**src/rtl/control_sequencer.sv**
```systemverilog
// control_sequencer: hardwired multi-cycle control unit for the CPU datapath.
// Every instruction is fetched in T0..T2 and executed in T3..T7, where the
// number of execute steps depends on the opcode. The unit stops in HALT until
// clr is asserted.
module control_sequencer (
  input  logic        clk,
  input  logic        clr,
  input  logic [31:0] ir,
  input  logic        con,
  output logic        run,
  output logic        read,
  output logic        write,
  output logic        Gra,
  output logic        Grb,
  output logic        Grc,
  output logic        Rin,
  output logic        Rout,
  output logic        BAout,
  output logic        Cout,
  output logic        MARin,
  output logic        MDRin,
  output logic        IRin,
  output logic        PCin,
  output logic        incPC,
  output logic        Yin,
  output logic        Zin,
  output logic        HIin,
  output logic        LOin,
  output logic        CONN_in,
  output logic        InPortIn,
  output logic        OutPortIn,
  output logic        PCout,
  output logic        MDRout,
  output logic        ZLowOut,
  output logic        ZHighOut,
  output logic        HIout,
  output logic        LOout,
  output logic        InPortout,
  output logic [4:0]  opcode
);

  typedef enum logic [3:0] {
    S_RESET, S_T0, S_T1, S_T2, S_T3, S_T4, S_T5, S_T6, S_T7, S_HALT
  } state_t;

  // Instruction classes that share an identical execute sequence.
  typedef enum logic [3:0] {
    G_LD, G_LDI, G_ST, G_ALU, G_IMM, G_MULDIV, G_UNARY, G_BR,
    G_JR, G_JAL, G_IN, G_OUT, G_MFHI, G_MFLO, G_NOP, G_HALT
  } group_t;

  localparam logic [4:0] ALU_ADD = 5'b00011;
  localparam logic [4:0] ALU_AND = 5'b01010;
  localparam logic [4:0] ALU_OR  = 5'b01011;

  state_t     state;
  group_t     grp;
  logic [2:0] exec_len;
  logic       last_step;
  logic [4:0] ir_op;
  logic [4:0] imm_op;

  // Only the opcode field steers control; the operand fields go to the datapath.
  logic unused_ir;
  assign unused_ir = ^ir[26:0];
  assign ir_op     = ir[31:27];

  // Classify the opcode and look up how many execute steps it needs.
  always_comb begin
    // NOTE: every signal gets a default before the case so no latch is inferred.
    grp      = G_NOP;
    exec_len = 3'd1;
    imm_op   = ALU_ADD;
    case (ir_op) inside
      5'b00000:          begin grp = G_LD;     exec_len = 3'd5; end
      5'b00001:          begin grp = G_LDI;    exec_len = 3'd3; end
      5'b00010:          begin grp = G_ST;     exec_len = 3'd5; end
      [5'b00011:5'b01011]: begin grp = G_ALU;  exec_len = 3'd3; end
      [5'b01100:5'b01110]: begin grp = G_IMM;  exec_len = 3'd3; end
      5'b01111, 5'b10000: begin grp = G_MULDIV; exec_len = 3'd4; end
      5'b10001, 5'b10010: begin grp = G_UNARY;  exec_len = 3'd2; end
      5'b10011:          begin grp = G_BR;     exec_len = 3'd4; end
      5'b10100:          grp = G_JR;
      5'b10101:          begin grp = G_JAL;    exec_len = 3'd2; end
      5'b10110:          grp = G_IN;
      5'b10111:          grp = G_OUT;
      5'b11000:          grp = G_MFHI;
      5'b11001:          grp = G_MFLO;
      5'b11011:          grp = G_HALT;
      default:           grp = G_NOP;
    endcase
    case (ir_op)
      5'b01101: imm_op = ALU_AND;
      5'b01110: imm_op = ALU_OR;
      default:  imm_op = ALU_ADD;
    endcase
  end

  // Flag the final execute step of the current instruction.
  always_comb begin
    last_step = 1'b0;
    case (state)
      S_T3:    last_step = (exec_len == 3'd1);
      S_T4:    last_step = (exec_len == 3'd2);
      S_T5:    last_step = (exec_len == 3'd3);
      S_T6:    last_step = (exec_len == 3'd4);
      S_T7:    last_step = 1'b1;
      default: last_step = 1'b0;
    endcase
  end

  // Step sequencer: fetch, execute, then back to T0; HALT is left only via clr.
  always_ff @(posedge clk or negedge clr) begin
    // NOTE: sequential state uses non-blocking assignments only.
    if (!clr) begin
      state <= S_RESET;
    end else begin
      case (state)
        S_RESET: state <= S_T0;
        S_T0:    state <= S_T1;
        S_T1:    state <= S_T2;
        S_T2:    state <= S_T3;
        S_T3:    state <= (grp == G_HALT) ? S_HALT : (last_step ? S_T0 : S_T4);
        S_T4:    state <= last_step ? S_T0 : S_T5;
        S_T5:    state <= last_step ? S_T0 : S_T6;
        S_T6:    state <= last_step ? S_T0 : S_T7;
        S_T7:    state <= S_T0;
        S_HALT:  state <= S_HALT;
        default: state <= S_RESET;
      endcase
    end
  end

  // Moore control decode. Outputs are decoded from the state rather than
  // registered because the instruction only reaches ir on the edge that enters
  // T3, and the branch condition is sampled live in T6.
  always_comb begin
    {read, write, Gra, Grb, Grc, Rin, Rout, BAout, Cout, MARin, MDRin, IRin,
     PCin, incPC, Yin, Zin, HIin, LOin, CONN_in, InPortIn, OutPortIn, PCout,
     MDRout, ZLowOut, ZHighOut, HIout, LOout, InPortout} = '0;
    opcode = 5'b00000;
    run    = (state != S_RESET) && (state != S_HALT);
    case (state)
      S_T0: begin PCout = 1'b1; MARin = 1'b1; incPC = 1'b1; end
      S_T1: begin read = 1'b1; MDRin = 1'b1; end
      S_T2: begin MDRout = 1'b1; IRin = 1'b1; end
      S_T3: begin
        case (grp)
          G_LD, G_LDI, G_ST: begin Grb = 1'b1; BAout = 1'b1; Yin = 1'b1; end
          G_ALU, G_IMM:      begin Grb = 1'b1; Rout = 1'b1; Yin = 1'b1; end
          G_MULDIV:          begin Gra = 1'b1; Rout = 1'b1; Yin = 1'b1; end
          G_UNARY:   begin Grb = 1'b1; Rout = 1'b1; Zin = 1'b1; opcode = ir_op; end
          G_BR:      begin Gra = 1'b1; Rout = 1'b1; CONN_in = 1'b1; end
          G_JR:      begin Gra = 1'b1; Rout = 1'b1; PCin = 1'b1; end
          G_JAL:     begin PCout = 1'b1; Grb = 1'b1; Rin = 1'b1; end
          G_IN:      begin InPortout = 1'b1; Gra = 1'b1; Rin = 1'b1; end
          G_OUT:     begin Gra = 1'b1; Rout = 1'b1; OutPortIn = 1'b1; end
          G_MFHI:    begin HIout = 1'b1; Gra = 1'b1; Rin = 1'b1; end
          G_MFLO:    begin LOout = 1'b1; Gra = 1'b1; Rin = 1'b1; end
          default:   ;
        endcase
      end
      S_T4: begin
        case (grp)
          G_LD, G_LDI, G_ST: begin Cout = 1'b1; Zin = 1'b1; opcode = ALU_ADD; end
          G_ALU:     begin Grc = 1'b1; Rout = 1'b1; Zin = 1'b1; opcode = ir_op; end
          G_IMM:     begin Cout = 1'b1; Zin = 1'b1; opcode = imm_op; end
          G_MULDIV:  begin Grb = 1'b1; Rout = 1'b1; Zin = 1'b1; opcode = ir_op; end
          G_UNARY:   begin ZLowOut = 1'b1; Gra = 1'b1; Rin = 1'b1; end
          G_BR:      begin PCout = 1'b1; Yin = 1'b1; end
          G_JAL:     begin Gra = 1'b1; Rout = 1'b1; PCin = 1'b1; end
          default:   ;
        endcase
      end
      S_T5: begin
        case (grp)
          G_LD, G_ST:           begin ZLowOut = 1'b1; MARin = 1'b1; end
          G_LDI, G_ALU, G_IMM:  begin ZLowOut = 1'b1; Gra = 1'b1; Rin = 1'b1; end
          G_MULDIV:             begin ZLowOut = 1'b1; LOin = 1'b1; end
          G_BR:      begin Cout = 1'b1; Zin = 1'b1; opcode = ALU_ADD; end
          default:   ;
        endcase
      end
      S_T6: begin
        case (grp)
          G_LD:      begin read = 1'b1; MDRin = 1'b1; end
          G_ST:      begin Gra = 1'b1; Rout = 1'b1; MDRin = 1'b1; end
          G_MULDIV:  begin ZHighOut = 1'b1; HIin = 1'b1; end
          G_BR:      begin ZLowOut = con; PCin = con; end
          default:   ;
        endcase
      end
      S_T7: begin
        case (grp)
          G_LD:      begin MDRout = 1'b1; Gra = 1'b1; Rin = 1'b1; end
          G_ST:      write = 1'b1;
          default:   ;
        endcase
      end
      default: ;
    endcase
  end

endmodule

```
**config.mk**
```make
export PLATFORM = sky130hd
export DESIGN_NAME = control_sequencer
export DESIGN_NICKNAME = d
export VERILOG_FILES = /design/src/rtl/control_sequencer.sv
export SDC_FILE = /design/constraint.sdc
export NUM_CORES = 1
export LEC_CHECK = 0
export BUFFER_PORTS_ARGS = -buffer_cell sky130_fd_sc_hd__clkbuf_2
export CAP_MARGIN = 5
export CORE_MARGIN = 1
export CORE_UTILIZATION = 28
export CTS_BUF_LIST = sky130_fd_sc_hd__clkbuf_8
export CTS_CLUSTER_DIAMETER = 80
export DETAILED_ROUTE_END_ITERATION = 6
export GPL_ROUTABILITY_DRIVEN = 0
export PLACE_DENSITY = 0.54
export SLEW_MARGIN = 5
export SYNTH_ARGS = -nofsm -noshare
export SYNTH_HDL_FRONTEND = slang
export SYNTH_SLANG_ARGS = --single-unit
```
**constraint.sdc**
```tcl
create_clock -name clk -period 2.3 [get_ports clk]
set_input_delay 0 -clock clk [delete_from_list [all_inputs] [get_ports clk]]
set_output_delay 0 -clock clk [all_outputs]
set_load 0.05 [all_outputs]
```
==> results.md <==
* Internal portion of total power at 0.000543 W
* Largest stage delay on the critical path at 0.51 ns
* Wire length of the first global-routing pass at 6290 um
* Number of standard-cell rows in the floorplan at 22
* Total routing usage reported by global routing at 18.5%
* Synthesis-to-finish area growth at 33.6%
* Core outline area at 0.00380 sq mm
* Die H at 65.9 um
* Static leakage at 0.730 nW
* Crit. End Element: output pin
* Top metal layer carrying routed signals: met3
* Part of the Yosys area used for sequential elements at 8.76%
* Initial Utilization at 30.1%
* Post-CTS setup buffer count at 0
* Number of instances in the synthesized netlist at 181
* Post-placement worst setup slack at 0.328 ns
* Clk pwr share at 10.5%
* Final setup viols at 0
* Cell with the largest stage delay on the worst path: or4_4
* Part of the cycle the worst path needs at 96.3%
* Total net switching power at 0.000853 W
* Max clock buf depth at 2
* Ratio of cells with drive above 1 in the final layout at 34.1%
* Number of distinct standard cells referenced by the synthesized netlist at 50
* Worst-case setup margin in the final layout at 0.0846 ns
* Required time worst endpoint at 2.30 ns
* Sequential cell fraction of total power at 8.7%
* Crit path max fanout at 4
* Quantity of I/O buffers inserted on ports at 40
* Amount of wire on met2 after detailed routing at 1730 um
* Commonest cells in the netlist: 19 x nand2_1, 15 x nor2_1, 12 x o21ai_0
* Clock tree from TritonCTS: yes
* Htree depth at 1
* Status: finished, final reports clean
* Router iterations before antenna repair at 4
* Root buf cell: clkbuf_8
* Startpoint type of the worst setup path: flop
* Number of diodes added for antenna fixing at 0
* Max-slew violation total from the final report at 0
* Area share of the largest cell type after synthesis at 8.76%
* Sum Neg Setup Slack at 0 ns
* Maximum number of pins on one net before global-route repair at 18
* Via count normalized by instance count at 5.37
* DRC violation count after routing at 0
* Detailed-routing wirelength on met1 at 1930 um
* Synthesized cell area at 0.00114 sq mm
* Number of flip-flops under the largest register name at 4
* Initial detailed-routing violation count at 208
* Final hold violation count at 0
* Post-synthesis sequential element count at 4
* PD cells at 915 mW/mm^2
* I/O pins at 69
* Yosys warning count at 0
* Routed wirelength normalized by instance count at 14.3 um
* RSZ-0062 raised after global routing: false
* Post-layout nets at 260
* Worst clock skew at 0.00354 ns
* Start-to-end type of the worst setup path: flop to output pin
* Worst min-delay path category: input port to async pin
* Half-perimeter wire length of the detailed placement result at 3030 um
* Number of enable-type register cells in the synthesized netlist at 0
* Cells taking the most area after synthesis: dfrtp_1 8.8%, nand2_1 6.2%, o21ai_0 5.3%
* Net count of the mapped netlist at 216
* Clk_lat worst skew at 0.22 ns
* Overall via count from detail_route at 1456
* Registers with the most flip-flops: state (4)
* Detailed Route WL at 3870 um
* TritonCTS Sinks at 4
* Via count of the first global-routing pass at 1238
* Average cell area after synthesis at 6.31 sq um
* Most used DFF post-synth: dfrtp_1
* Most frequently used cell type in the post-synthesis netlist: nand2_1
* Full die area at 0.00434 sq mm
* Async set-or-reset flop fraction in the synthesized netlist at 100%
* Fraction of power consumed by combinational cells at 80.8%
* Sum of overflow across all layers after global routing at 0
* Number of antenna-violating nets in the routed design at 0
* Num CTS Buffers at 3
* Least-Margin Pin Slew at 0.504 ns
* Minimum period implied by the final worst setup slack at 2.22 ns
* Largest reg by FF count: state
* Clk pin slew, worst setup/hold paths at 0.03 ns
* Critical path, cell by cell: nor4bb_1 > nand2_1 > or4_4 > o31a_4 > o211ai_2 > clkbuf_2
* Maximum clock rate at 451 MHz
* Most area-hungry cell type in the Yosys netlist: dfrtp_1
* Met3 layer wire length in the routed design at 208 um
* Arr. time, crit path at 2.22 ns
* Antenna violations before repair at 0
* Worst slew margin relative to its limit at 65.9%
* Die X-Extent at 65.9 um
* Number of max-capacitance violations reported at 0
* Worst-case vdd ir drop at 0.355 mV
* Fraction of power spent switching nets at 61.1%
-- layout make-up --
cell class / count / area [sq um]
repair buffers: 59 / 345
inverters: 9 / 33.8
well taps: 48 / 60.1
fillers: 413 / 2270
clock buffers: 3 / 41.3
multi-input cells: 148 / 946
flip-flops and latches: 4 / 100
-- path summary, 6_finish.rpt --
check	start	endpoint	slack [ns]	depth (start not counted)
hold / removal	clr	state[1]	0.12	2
hold reg to reg	state[3]	state[1]	0.65	2
max in group asynchronous	clr	state[0]	2.05	2
min in group clk	ir[27]	state[3]	0.35	4
setup / recovery	state[1]	Rout	0.08	6
setup reg to reg	state[0]	state[2]	0.71	6
-- per-layer routing --
metal | global-route usage (%) | vias to the layer above
met5 | 0 | -
met3 | 1.72 | 0
met4 | 1.63 | 0
li1 | - | 741
met1 | 28.4 | 670
met2 | 28.3 | 45
-- metrics by stage --
stage          cells  hold slack (ns)  total power (W)  cell area [sq um]  util (%)
5_1_grt          271            0.139          0.00150               1530      40.2
3_3_place_gp     267           -0.193          0.00124               1470      38.7
6_report         271            0.121          0.00140               1530      40.2
3_5_place_dp     267           -0.192          0.00124               1470      38.7
4_1_cts          271            0.119          0.00140               1520      40.0
2_1_floorplan    181           -0.296         0.000983               1170         -
-- critical path, delay by kind of cell, from the launching register on --
family / cells / cell delay, ns
flops: 1 / 0.40
compound gates: 2 / 0.20
buf+inv: 1 / 0.29
simple gates: 3 / 1.11
-- kinds of logic after synthesis --
group	after synthesis	share of synthesized area [%]
AO/OA/AOI/OAI	51	30.2
multiplexers	1	0.986
other	1	0.328
buffers and inverters	29	11.4
AND/OR/NAND/NOR	91	45.2
XOR/XNOR	4	3.07
flip-flops	4	8.76
-- power groups by stage --
| stage | sequential, W | combinational [W] | clock [W] |
|---|---|---|---|
| final | 0.000121 | 0.00113 | 0.000146 |
| after global routing | 0.000126 | 0.00122 | 0.000158 |
| after CTS | 0.000122 | 0.00112 | 0.000151 |
| after detailed placement | 0.000122 | 0.00112 | 0 |
| after global placement | 0.000122 | 0.00112 | 0 |
| after floorplan | 0.000116 | 0.000867 | 0 |
-- timing repair --
item,4_1_cts,5_1_grt
gates resized for setup,0,1
hold buffers,1,0
endpoints found under the setup margin,0,1
hold endpoints to repair,4,0
-- placed cells by master (no fill, tap or decap), types with 5 or more instances in the layout --
cell / n
buf_4: 18
nand2_1: 19
nand2b_1: 8
nor2_1: 15
nand3b_1: 5
inv_1: 9
a21oi_1: 9
nand3_1: 7
clkbuf_2: 40
o21ai_0: 11
No activity file was read; power rests on OpenSTA's default activity.
